**src/rtl/addsub_sequencer_if.sv**
```systemverilog
// Handshake bundle between requesters, the add/sub sequencer and the shared datapath.
// The slave view belongs to the sequencer; the master view belongs to requesters, the datapath and the response sink.
interface addsub_sequencer_if #(
   parameter int WIDTH = 32,
   parameter int CNT_W = 16
);
   logic [1:0]       req_valid;
   logic [1:0]       req_ready;
   logic [WIDTH-1:0] req_a0;
   logic [WIDTH-1:0] req_b0;
   logic             req_sub0;
   logic [WIDTH-1:0] req_a1;
   logic [WIDTH-1:0] req_b1;
   logic             req_sub1;
   logic [WIDTH-1:0] dp_a;
   logic [WIDTH-1:0] dp_b;
   logic             dp_sub;
   logic [WIDTH-1:0] dp_ans;
   logic             dp_cout;
   logic             dp_v;
   logic             resp_valid;
   logic             resp_ready;
   logic             resp_id;
   logic [WIDTH-1:0] resp_ans;
   logic             resp_cout;
   logic             resp_v;
   logic             busy;
   logic [CNT_W-1:0] ovf_count;

   modport slave (
      input  req_valid, req_a0, req_b0, req_sub0, req_a1, req_b1, req_sub1,
      input  dp_ans, dp_cout, dp_v, resp_ready,
      output req_ready, dp_a, dp_b, dp_sub,
      output resp_valid, resp_id, resp_ans, resp_cout, resp_v, busy, ovf_count
   );

   modport master (
      output req_valid, req_a0, req_b0, req_sub0, req_a1, req_b1, req_sub1,
      output dp_ans, dp_cout, dp_v, resp_ready,
      input  req_ready, dp_a, dp_b, dp_sub,
      input  resp_valid, resp_id, resp_ans, resp_cout, resp_v, busy, ovf_count
   );
endinterface

```
**src/rtl/addsub_sequencer.sv**
```systemverilog
// Round-robin sequencer for the shared combinational add/sub datapath: grants one of two
// requesters, holds operands for SETTLE cycles, then returns the captured result tagged by id.
module addsub_sequencer #(
   parameter int WIDTH  = 32,
   parameter int SETTLE = 8,
   parameter int CNT_W  = 16
) (
   input logic               clk,
   input logic               rst_n,
   addsub_sequencer_if.slave seq_if
);

   typedef enum logic [1:0] {
      ST_IDLE = 2'b00,
      ST_WAIT = 2'b01,
      ST_RESP = 2'b10
   } state_t;

   localparam logic [7:0] CNT_LOAD = 8'(SETTLE - 1);

   // Overflow statistics stick at all-ones instead of wrapping.
   function automatic logic [CNT_W-1:0] sat_inc(input logic [CNT_W-1:0] val);
      logic [CNT_W-1:0] res;
      if (&val) begin
         res = val;
      end else begin
         res = val + CNT_W'(1);
      end
      return res;
   endfunction

   state_t           state_q, state_d;
   logic             prio_q, prio_d;
   logic [7:0]       cnt_q, cnt_d;
   logic             op_id_q, op_id_d;
   logic [WIDTH-1:0] dp_a_q, dp_a_d;
   logic [WIDTH-1:0] dp_b_q, dp_b_d;
   logic             dp_sub_q, dp_sub_d;
   logic             resp_valid_q, resp_valid_d;
   logic             resp_id_q, resp_id_d;
   logic [WIDTH-1:0] resp_ans_q, resp_ans_d;
   logic             resp_cout_q, resp_cout_d;
   logic             resp_v_q, resp_v_d;
   logic             busy_q, busy_d;
   logic [CNT_W-1:0] ovf_q, ovf_d;
   logic [1:0]       grant_s;
   logic             accept_s;

   // Grant decode: one requester at most, only while idle; prio breaks ties.
   always_comb begin
      grant_s = 2'b00;
      if (state_q == ST_IDLE) begin
         case (seq_if.req_valid)
            2'b01:   grant_s = 2'b01;
            2'b10:   grant_s = 2'b10;
            2'b11:   grant_s = prio_q ? 2'b10 : 2'b01;
            default: grant_s = 2'b00;
         endcase
      end else begin
         grant_s = 2'b00;
      end
   end

   assign accept_s = |(seq_if.req_valid & grant_s);

   // Next-state and datapath/response register updates.
   always_comb begin
      state_d      = state_q;
      prio_d       = prio_q;
      cnt_d        = cnt_q;
      op_id_d      = op_id_q;
      dp_a_d       = dp_a_q;
      dp_b_d       = dp_b_q;
      dp_sub_d     = dp_sub_q;
      resp_valid_d = resp_valid_q;
      resp_id_d    = resp_id_q;
      resp_ans_d   = resp_ans_q;
      resp_cout_d  = resp_cout_q;
      resp_v_d     = resp_v_q;
      ovf_d        = ovf_q;
      case (state_q)
         ST_IDLE: begin
            if (accept_s) begin
               state_d = ST_WAIT;
               cnt_d   = CNT_LOAD;
               op_id_d = grant_s[1];
               if (grant_s[1]) begin
                  dp_a_d   = seq_if.req_a1;
                  dp_b_d   = seq_if.req_b1;
                  dp_sub_d = seq_if.req_sub1;
               end else begin
                  dp_a_d   = seq_if.req_a0;
                  dp_b_d   = seq_if.req_b0;
                  dp_sub_d = seq_if.req_sub0;
               end
            end else begin
               state_d = ST_IDLE;
            end
         end
         ST_WAIT: begin
            // Operands have settled through the ripple chain once cnt reaches zero.
            if (cnt_q == 8'd0) begin
               state_d      = ST_RESP;
               resp_valid_d = 1'b1;
               resp_id_d    = op_id_q;
               resp_ans_d   = seq_if.dp_ans;
               resp_cout_d  = seq_if.dp_cout;
               resp_v_d     = seq_if.dp_v;
               if (seq_if.dp_v) begin
                  ovf_d = sat_inc(ovf_q);
               end else begin
                  ovf_d = ovf_q;
               end
            end else begin
               cnt_d = cnt_q - 8'd1;
            end
         end
         ST_RESP: begin
            if (resp_valid_q && seq_if.resp_ready) begin
               state_d      = ST_IDLE;
               resp_valid_d = 1'b0;
               prio_d       = ~resp_id_q;
            end else begin
               state_d = ST_RESP;
            end
         end
         default: begin
            state_d      = ST_IDLE;
            resp_valid_d = 1'b0;
         end
      endcase
      busy_d = (state_d != ST_IDLE);
   end

   // State and output registers; reset aborts any operation in flight.
   always_ff @(posedge clk or negedge rst_n) begin
      if (!rst_n) begin
         state_q      <= ST_IDLE;
         prio_q       <= 1'b0;
         cnt_q        <= 8'd0;
         op_id_q      <= 1'b0;
         dp_a_q       <= '0;
         dp_b_q       <= '0;
         dp_sub_q     <= 1'b0;
         resp_valid_q <= 1'b0;
         resp_id_q    <= 1'b0;
         resp_ans_q   <= '0;
         resp_cout_q  <= 1'b0;
         resp_v_q     <= 1'b0;
         busy_q       <= 1'b0;
         ovf_q        <= '0;
      end else begin
         state_q      <= state_d;
         prio_q       <= prio_d;
         cnt_q        <= cnt_d;
         op_id_q      <= op_id_d;
         dp_a_q       <= dp_a_d;
         dp_b_q       <= dp_b_d;
         dp_sub_q     <= dp_sub_d;
         resp_valid_q <= resp_valid_d;
         resp_id_q    <= resp_id_d;
         resp_ans_q   <= resp_ans_d;
         resp_cout_q  <= resp_cout_d;
         resp_v_q     <= resp_v_d;
         busy_q       <= busy_d;
         ovf_q        <= ovf_d;
      end
   end

   assign seq_if.req_ready  = grant_s;
   assign seq_if.dp_a       = dp_a_q;
   assign seq_if.dp_b       = dp_b_q;
   assign seq_if.dp_sub     = dp_sub_q;
   assign seq_if.resp_valid = resp_valid_q;
   assign seq_if.resp_id    = resp_id_q;
   assign seq_if.resp_ans   = resp_ans_q;
   assign seq_if.resp_cout  = resp_cout_q;
   assign seq_if.resp_v     = resp_v_q;
   assign seq_if.busy       = busy_q;
   assign seq_if.ovf_count  = ovf_q;

endmodule

```
**src/flat_wrapper.sv**
```systemverilog
// flat-port wrapper written by rule: the top's interface ports become plain ports
module addsub_sequencer_flat 
#(
   parameter int WIDTH  = 32,
   parameter int SETTLE = 8,
   parameter int CNT_W  = 16
)
  (clk, rst_n, seq_if_req_valid, seq_if_req_a0, seq_if_req_b0, seq_if_req_sub0, seq_if_req_a1, seq_if_req_b1, seq_if_req_sub1, seq_if_dp_ans, seq_if_dp_cout, seq_if_dp_v, seq_if_resp_ready, seq_if_req_ready, seq_if_dp_a, seq_if_dp_b, seq_if_dp_sub, seq_if_resp_valid, seq_if_resp_id, seq_if_resp_ans, seq_if_resp_cout, seq_if_resp_v, seq_if_busy, seq_if_ovf_count);
  addsub_sequencer_if #(.WIDTH(WIDTH), .CNT_W(CNT_W)) seq_if_i ();
  input logic clk;
  input logic rst_n;
  input wire logic [$bits(seq_if_i.req_valid)-1:0] seq_if_req_valid;
  input wire logic [$bits(seq_if_i.req_a0)-1:0] seq_if_req_a0;
  input wire logic [$bits(seq_if_i.req_b0)-1:0] seq_if_req_b0;
  input wire logic [$bits(seq_if_i.req_sub0)-1:0] seq_if_req_sub0;
  input wire logic [$bits(seq_if_i.req_a1)-1:0] seq_if_req_a1;
  input wire logic [$bits(seq_if_i.req_b1)-1:0] seq_if_req_b1;
  input wire logic [$bits(seq_if_i.req_sub1)-1:0] seq_if_req_sub1;
  input wire logic [$bits(seq_if_i.dp_ans)-1:0] seq_if_dp_ans;
  input wire logic [$bits(seq_if_i.dp_cout)-1:0] seq_if_dp_cout;
  input wire logic [$bits(seq_if_i.dp_v)-1:0] seq_if_dp_v;
  input wire logic [$bits(seq_if_i.resp_ready)-1:0] seq_if_resp_ready;
  output wire logic [$bits(seq_if_i.req_ready)-1:0] seq_if_req_ready;
  output wire logic [$bits(seq_if_i.dp_a)-1:0] seq_if_dp_a;
  output wire logic [$bits(seq_if_i.dp_b)-1:0] seq_if_dp_b;
  output wire logic [$bits(seq_if_i.dp_sub)-1:0] seq_if_dp_sub;
  output wire logic [$bits(seq_if_i.resp_valid)-1:0] seq_if_resp_valid;
  output wire logic [$bits(seq_if_i.resp_id)-1:0] seq_if_resp_id;
  output wire logic [$bits(seq_if_i.resp_ans)-1:0] seq_if_resp_ans;
  output wire logic [$bits(seq_if_i.resp_cout)-1:0] seq_if_resp_cout;
  output wire logic [$bits(seq_if_i.resp_v)-1:0] seq_if_resp_v;
  output wire logic [$bits(seq_if_i.busy)-1:0] seq_if_busy;
  output wire logic [$bits(seq_if_i.ovf_count)-1:0] seq_if_ovf_count;
  assign seq_if_i.req_valid = seq_if_req_valid;
  assign seq_if_i.req_a0 = seq_if_req_a0;
  assign seq_if_i.req_b0 = seq_if_req_b0;
  assign seq_if_i.req_sub0 = seq_if_req_sub0;
  assign seq_if_i.req_a1 = seq_if_req_a1;
  assign seq_if_i.req_b1 = seq_if_req_b1;
  assign seq_if_i.req_sub1 = seq_if_req_sub1;
  assign seq_if_i.dp_ans = seq_if_dp_ans;
  assign seq_if_i.dp_cout = seq_if_dp_cout;
  assign seq_if_i.dp_v = seq_if_dp_v;
  assign seq_if_i.resp_ready = seq_if_resp_ready;
  assign seq_if_req_ready = seq_if_i.req_ready;
  assign seq_if_dp_a = seq_if_i.dp_a;
  assign seq_if_dp_b = seq_if_i.dp_b;
  assign seq_if_dp_sub = seq_if_i.dp_sub;
  assign seq_if_resp_valid = seq_if_i.resp_valid;
  assign seq_if_resp_id = seq_if_i.resp_id;
  assign seq_if_resp_ans = seq_if_i.resp_ans;
  assign seq_if_resp_cout = seq_if_i.resp_cout;
  assign seq_if_resp_v = seq_if_i.resp_v;
  assign seq_if_busy = seq_if_i.busy;
  assign seq_if_ovf_count = seq_if_i.ovf_count;
  addsub_sequencer #(.WIDTH(WIDTH), .SETTLE(SETTLE), .CNT_W(CNT_W)) u_core (.clk(clk), .rst_n(rst_n), .seq_if(seq_if_i));
endmodule
```
**config.mk**
```make
export PLATFORM = sky130hd
export DESIGN_NAME = addsub_sequencer_flat
export DESIGN_NICKNAME = d
export VERILOG_FILES = /design/src/rtl/addsub_sequencer_if.sv /design/src/rtl/addsub_sequencer.sv /design/src/flat_wrapper.sv
export SDC_FILE = /design/constraint.sdc
export NUM_CORES = 1
export LEC_CHECK = 0
export ABC_CLOCK_PERIOD_IN_PS = 4500
export CAP_MARGIN = 40
export CELL_PAD_IN_SITES_DETAIL_PLACEMENT = 1
export CELL_PAD_IN_SITES_GLOBAL_PLACEMENT = 2
export CORE_ASPECT_RATIO = 1.2
export CORE_UTILIZATION = 24
export CTS_BUF_LIST = sky130_fd_sc_hd__clkbuf_4 sky130_fd_sc_hd__clkbuf_8
export DETAILED_ROUTE_END_ITERATION = 10
export GPL_TIMING_DRIVEN = 0
export HOLD_SLACK_MARGIN = 0.1
export PLACE_DENSITY = 0.95
export RECOVER_POWER = 100
export SYNTH_ARGS = -nofsm -noshare
export SYNTH_HDL_FRONTEND = slang
export SYNTH_SLANG_ARGS = --single-unit
```
**constraint.sdc**
```tcl
create_clock -name clk -period 4.5 [get_ports clk]
set_input_delay 0.9 -clock clk [delete_from_list [all_inputs] [get_ports clk]]
set_output_delay 0.9 -clock clk [all_outputs]
set_load 0.01 [all_outputs]
```
==> flow_summary.yaml <==
route:
  via_per_inst: 4.41
  routed_wl_mm: 21.4
  drc: 0
  ant_nets: 0
  first_pass_iters: 4
  drt_iter0_drc: 124
  avgRoutedWirePerCell_um: 16.9
  vias: 5581
floorplanning:
  initial_core_util_pct: 24.4
  rows: 61
  boundaryPins: 289
  dieArea_um2: 24200
  die_y_um: 170
  fp.coreArea_um2: 23100
  fp.dieW_um: 142
yosys:
  ys_seq_area_share_pct: 57.6
  yosysTopAreaCell: "dfrtp_1"
  syn-cell-area_um2: 5650
  netlist_instances: 629
  yosys.area.top_type_share_pct: 57.6
  synth_top_flop_cell: "dfrtp_1"
  yosys_warnings: 0
  async_flop_share_pct: 100
  syn_avg_cell_area_um2: 8.98
  ys_ff_latch: 130
  synth.area.top_cells: "dfrtp_1 58%, nand2_1 12%, o21ai_0 6.2%, a21oi_1 5.0%, nor2_1 4.7%"
  syn_nets: 800
  ys_types: 35
  synth_edf_count: 0
clocking:
  cts_max_level: 4
  ctsHoldBuffers: 0
  cts.clk_slew.worst_paths_ns: 0.07
  cts.repair.resized: 0
  clockBufferDepth: 2
  numCtsBuffers: 17
  cts_tree: "built"
  cts.sink_count: 130
  postCtsSetupRepairBufs: 0
  cts_root_buf: "clkbuf_8"
  clkLatencyLatePin_ns: 0.44
final_layout:
  fillers: 2742
  seqCellArea_um2: 3250
  final_layout_size_suffix_gt1_share_pct: 3.79
  final_cell_mix: "181 x nand2_1, 165 x clkdlybuf4s50_1, 130 x dfrtp_1, 122 x dlygate4sd3_1"
  final_common_cell: "nand2_1"
  area_delta_synth_final_pct: 64.5
  antenna_cells: 0
  nets: 1109
  final_util_pct: 40.2
  multi_input_area_um2: 2190
global_route:
  antenna_found_initial: 0
  grt_max_degree: 69
  gr-total-overflow: 0
  grt_pass1_vias: 6059
  grt_pass1_wl_mm: 33.5
  grt_use_total_pct: 18.4
hold_path:
  hold_path_depth: 2
  holdPathEnd: "u_core.seq_if.resp_ans[12]"
  hold_path.class: "reg -> reg"
  hp-start: "u_core.seq_if.resp_ans[12]"
pwr:
  power_density_nw_per_um2: 570
  leakagePower_nw: 4.11
  ir_drop_uv: 195
setup_path:
  worstPathArrival_ns: 3.31
  cp_max_fo: 10
  worst_ep_required_time_ns: 3.60
  r2r_end: "u_core.seq_if.ovf_count[7]"
  start_kind: "primary input"
  end_kind: "primary output"
  rrSetupSlack_ns: 1.05
  critPathMaxStageDelay_ns: 0.68
  cp_cell_sequence: "dlygate4sd3_1 -> and3_1 -> clkbuf_1 -> clkbuf_1 -> dlygate4sd3_1"
  reg2reg_depth: 7
  rr_startpoint: "u_core.cnt_q[0]"
  slowest_stage: "dlygate4sd3_1"
  path_class: "in -> out"
status:
  status: "finished, violations left"
  violations: "max-capacitance violations, max-slew violations"
timing:
  fin_crit_ns: 4.21
  relSlewSlack_pct: -118
  setup-tns-final_ns: 0
  finalHoldViolations: 0
  rsz0062_at_grt: "no"
  setup-violations-final: 0
  holdWs_ns: 0.469
  tightest_slew_ns: 3.27
  max_freq_mhz: 238
  slew_violations: 68
  fin_crit_sh_pct: 93.5
  finClkSkew_ns: 0.0118
placed_design:
  gp_congestion: 0.740
  hpwl_mm: 16.2
  portBuffers: 288
run:
  cap_violations: 1
## sequential cells by signal, summed over array words and instances (netlist names), 2 cells and up
signal	count
u_core.cnt_q	8
u_core.seq_if.dp_a	32
u_core.seq_if.dp_b	32
u_core.seq_if.ovf_count	16
u_core.seq_if.resp_ans	32
u_core.state_q	2
## report_power, final
part	internal (mW)	switching (mW)	total, mW
registers	1.68	0.291	1.97
logic	1.10	1.22	2.33
clock network	0.528	0.478	1.01
total	3.31	1.99	5.30
## cell type report
| type | instances | area share, % |
|---|---|---|
| timing repair buffer | 290 | 31.3 |
| clock inverter | 10 | 1.18 |
| clock buffer | 21 | 2.97 |
| multi-input combinational | 458 | 23.6 |
| inverter | 6 | 0.242 |
| buffer | 35 | 1.43 |
| sequential | 130 | 35.0 |
| tap | 315 | 4.24 |
## routing by layer
layer | wire length, um | global-route usage [%] | share of wire (%) | vias to the layer above
li1 | - | - | - | 2691
met1 | 8190 | 20.1 | 38 | 2654
met2 | 10800 | 32.3 | 50 | 216
met3 | 1990 | 7.15 | 9.3 | 20
met4 | 423 | 6.45 | 2.0 | 0
met5 | 0 | 0 | 0 | -
## worst max path at each step
stage	end	startpoint	depth (start not counted)	slack, ns
final	seq_if_req_ready[0]	seq_if_req_valid[0]	5	0.29
after global routing	seq_if_req_ready[0]	seq_if_req_valid[0]	5	0.10
after CTS	seq_if_req_ready[0]	seq_if_req_valid[1]	6	0.31
after detailed placement	seq_if_req_ready[0]	seq_if_req_valid[1]	6	0.32
after global placement	u_core.seq_if.dp_b[25]	rst_n	1	-3.05
after floorplan	seq_if_req_ready[0]	seq_if_req_valid[1]	4	1.91
## critical path: cells and delay by family
family	cells	cell delay (ns)
buffers and inverters	4	2.24
AND/OR/NAND/NOR	1	0.16
## synth_stat cells (2+ instances only)
master and number:
nand3_1 11, a21oi_1 56, xnor2_1 6, dfrtp_1 130, nor3_2 2, nor2_1 71, nand4b_1 2, nand4_1 3
o21ai_0 70, and3_1 3, xor2_1 15, nor3_1 4, nand2_1 181, or4_1 2, buf_2 3, clkbuf_1 32
nor2b_1 2, nor4_2 2, inv_1 6, mux2i_1 12, ha_1 2
## per-stage QoR
step | total power, mW | cell area, um2 | cells | worst slack (ns)
after global placement | 4.48 | 8930 | 1232 | -3.05
after floorplan | 3.02 | 5650 | 629 | 1.91
after CTS | 5.63 | 9350 | 1265 | 0.306
after detailed placement | 4.58 | 8960 | 1234 | 0.320
final | 5.30 | 9300 | 1265 | 0.291
after global routing | 5.74 | 9300 | 1265 | 0.103
## logic make-up after synthesis
family	count (synthesis)	synth area share [%]
AO/OA/AOI/OAI	130	11.6
AND/OR/NAND/NOR	292	22.0
flip-flops	130	57.6
XOR/XNOR	21	3.26
adder cells (fa/ha/maj)	2	0.443
buffers and inverters	41	2.79
multiplexers	13	2.33
Power figures use the tool's default switching activity.
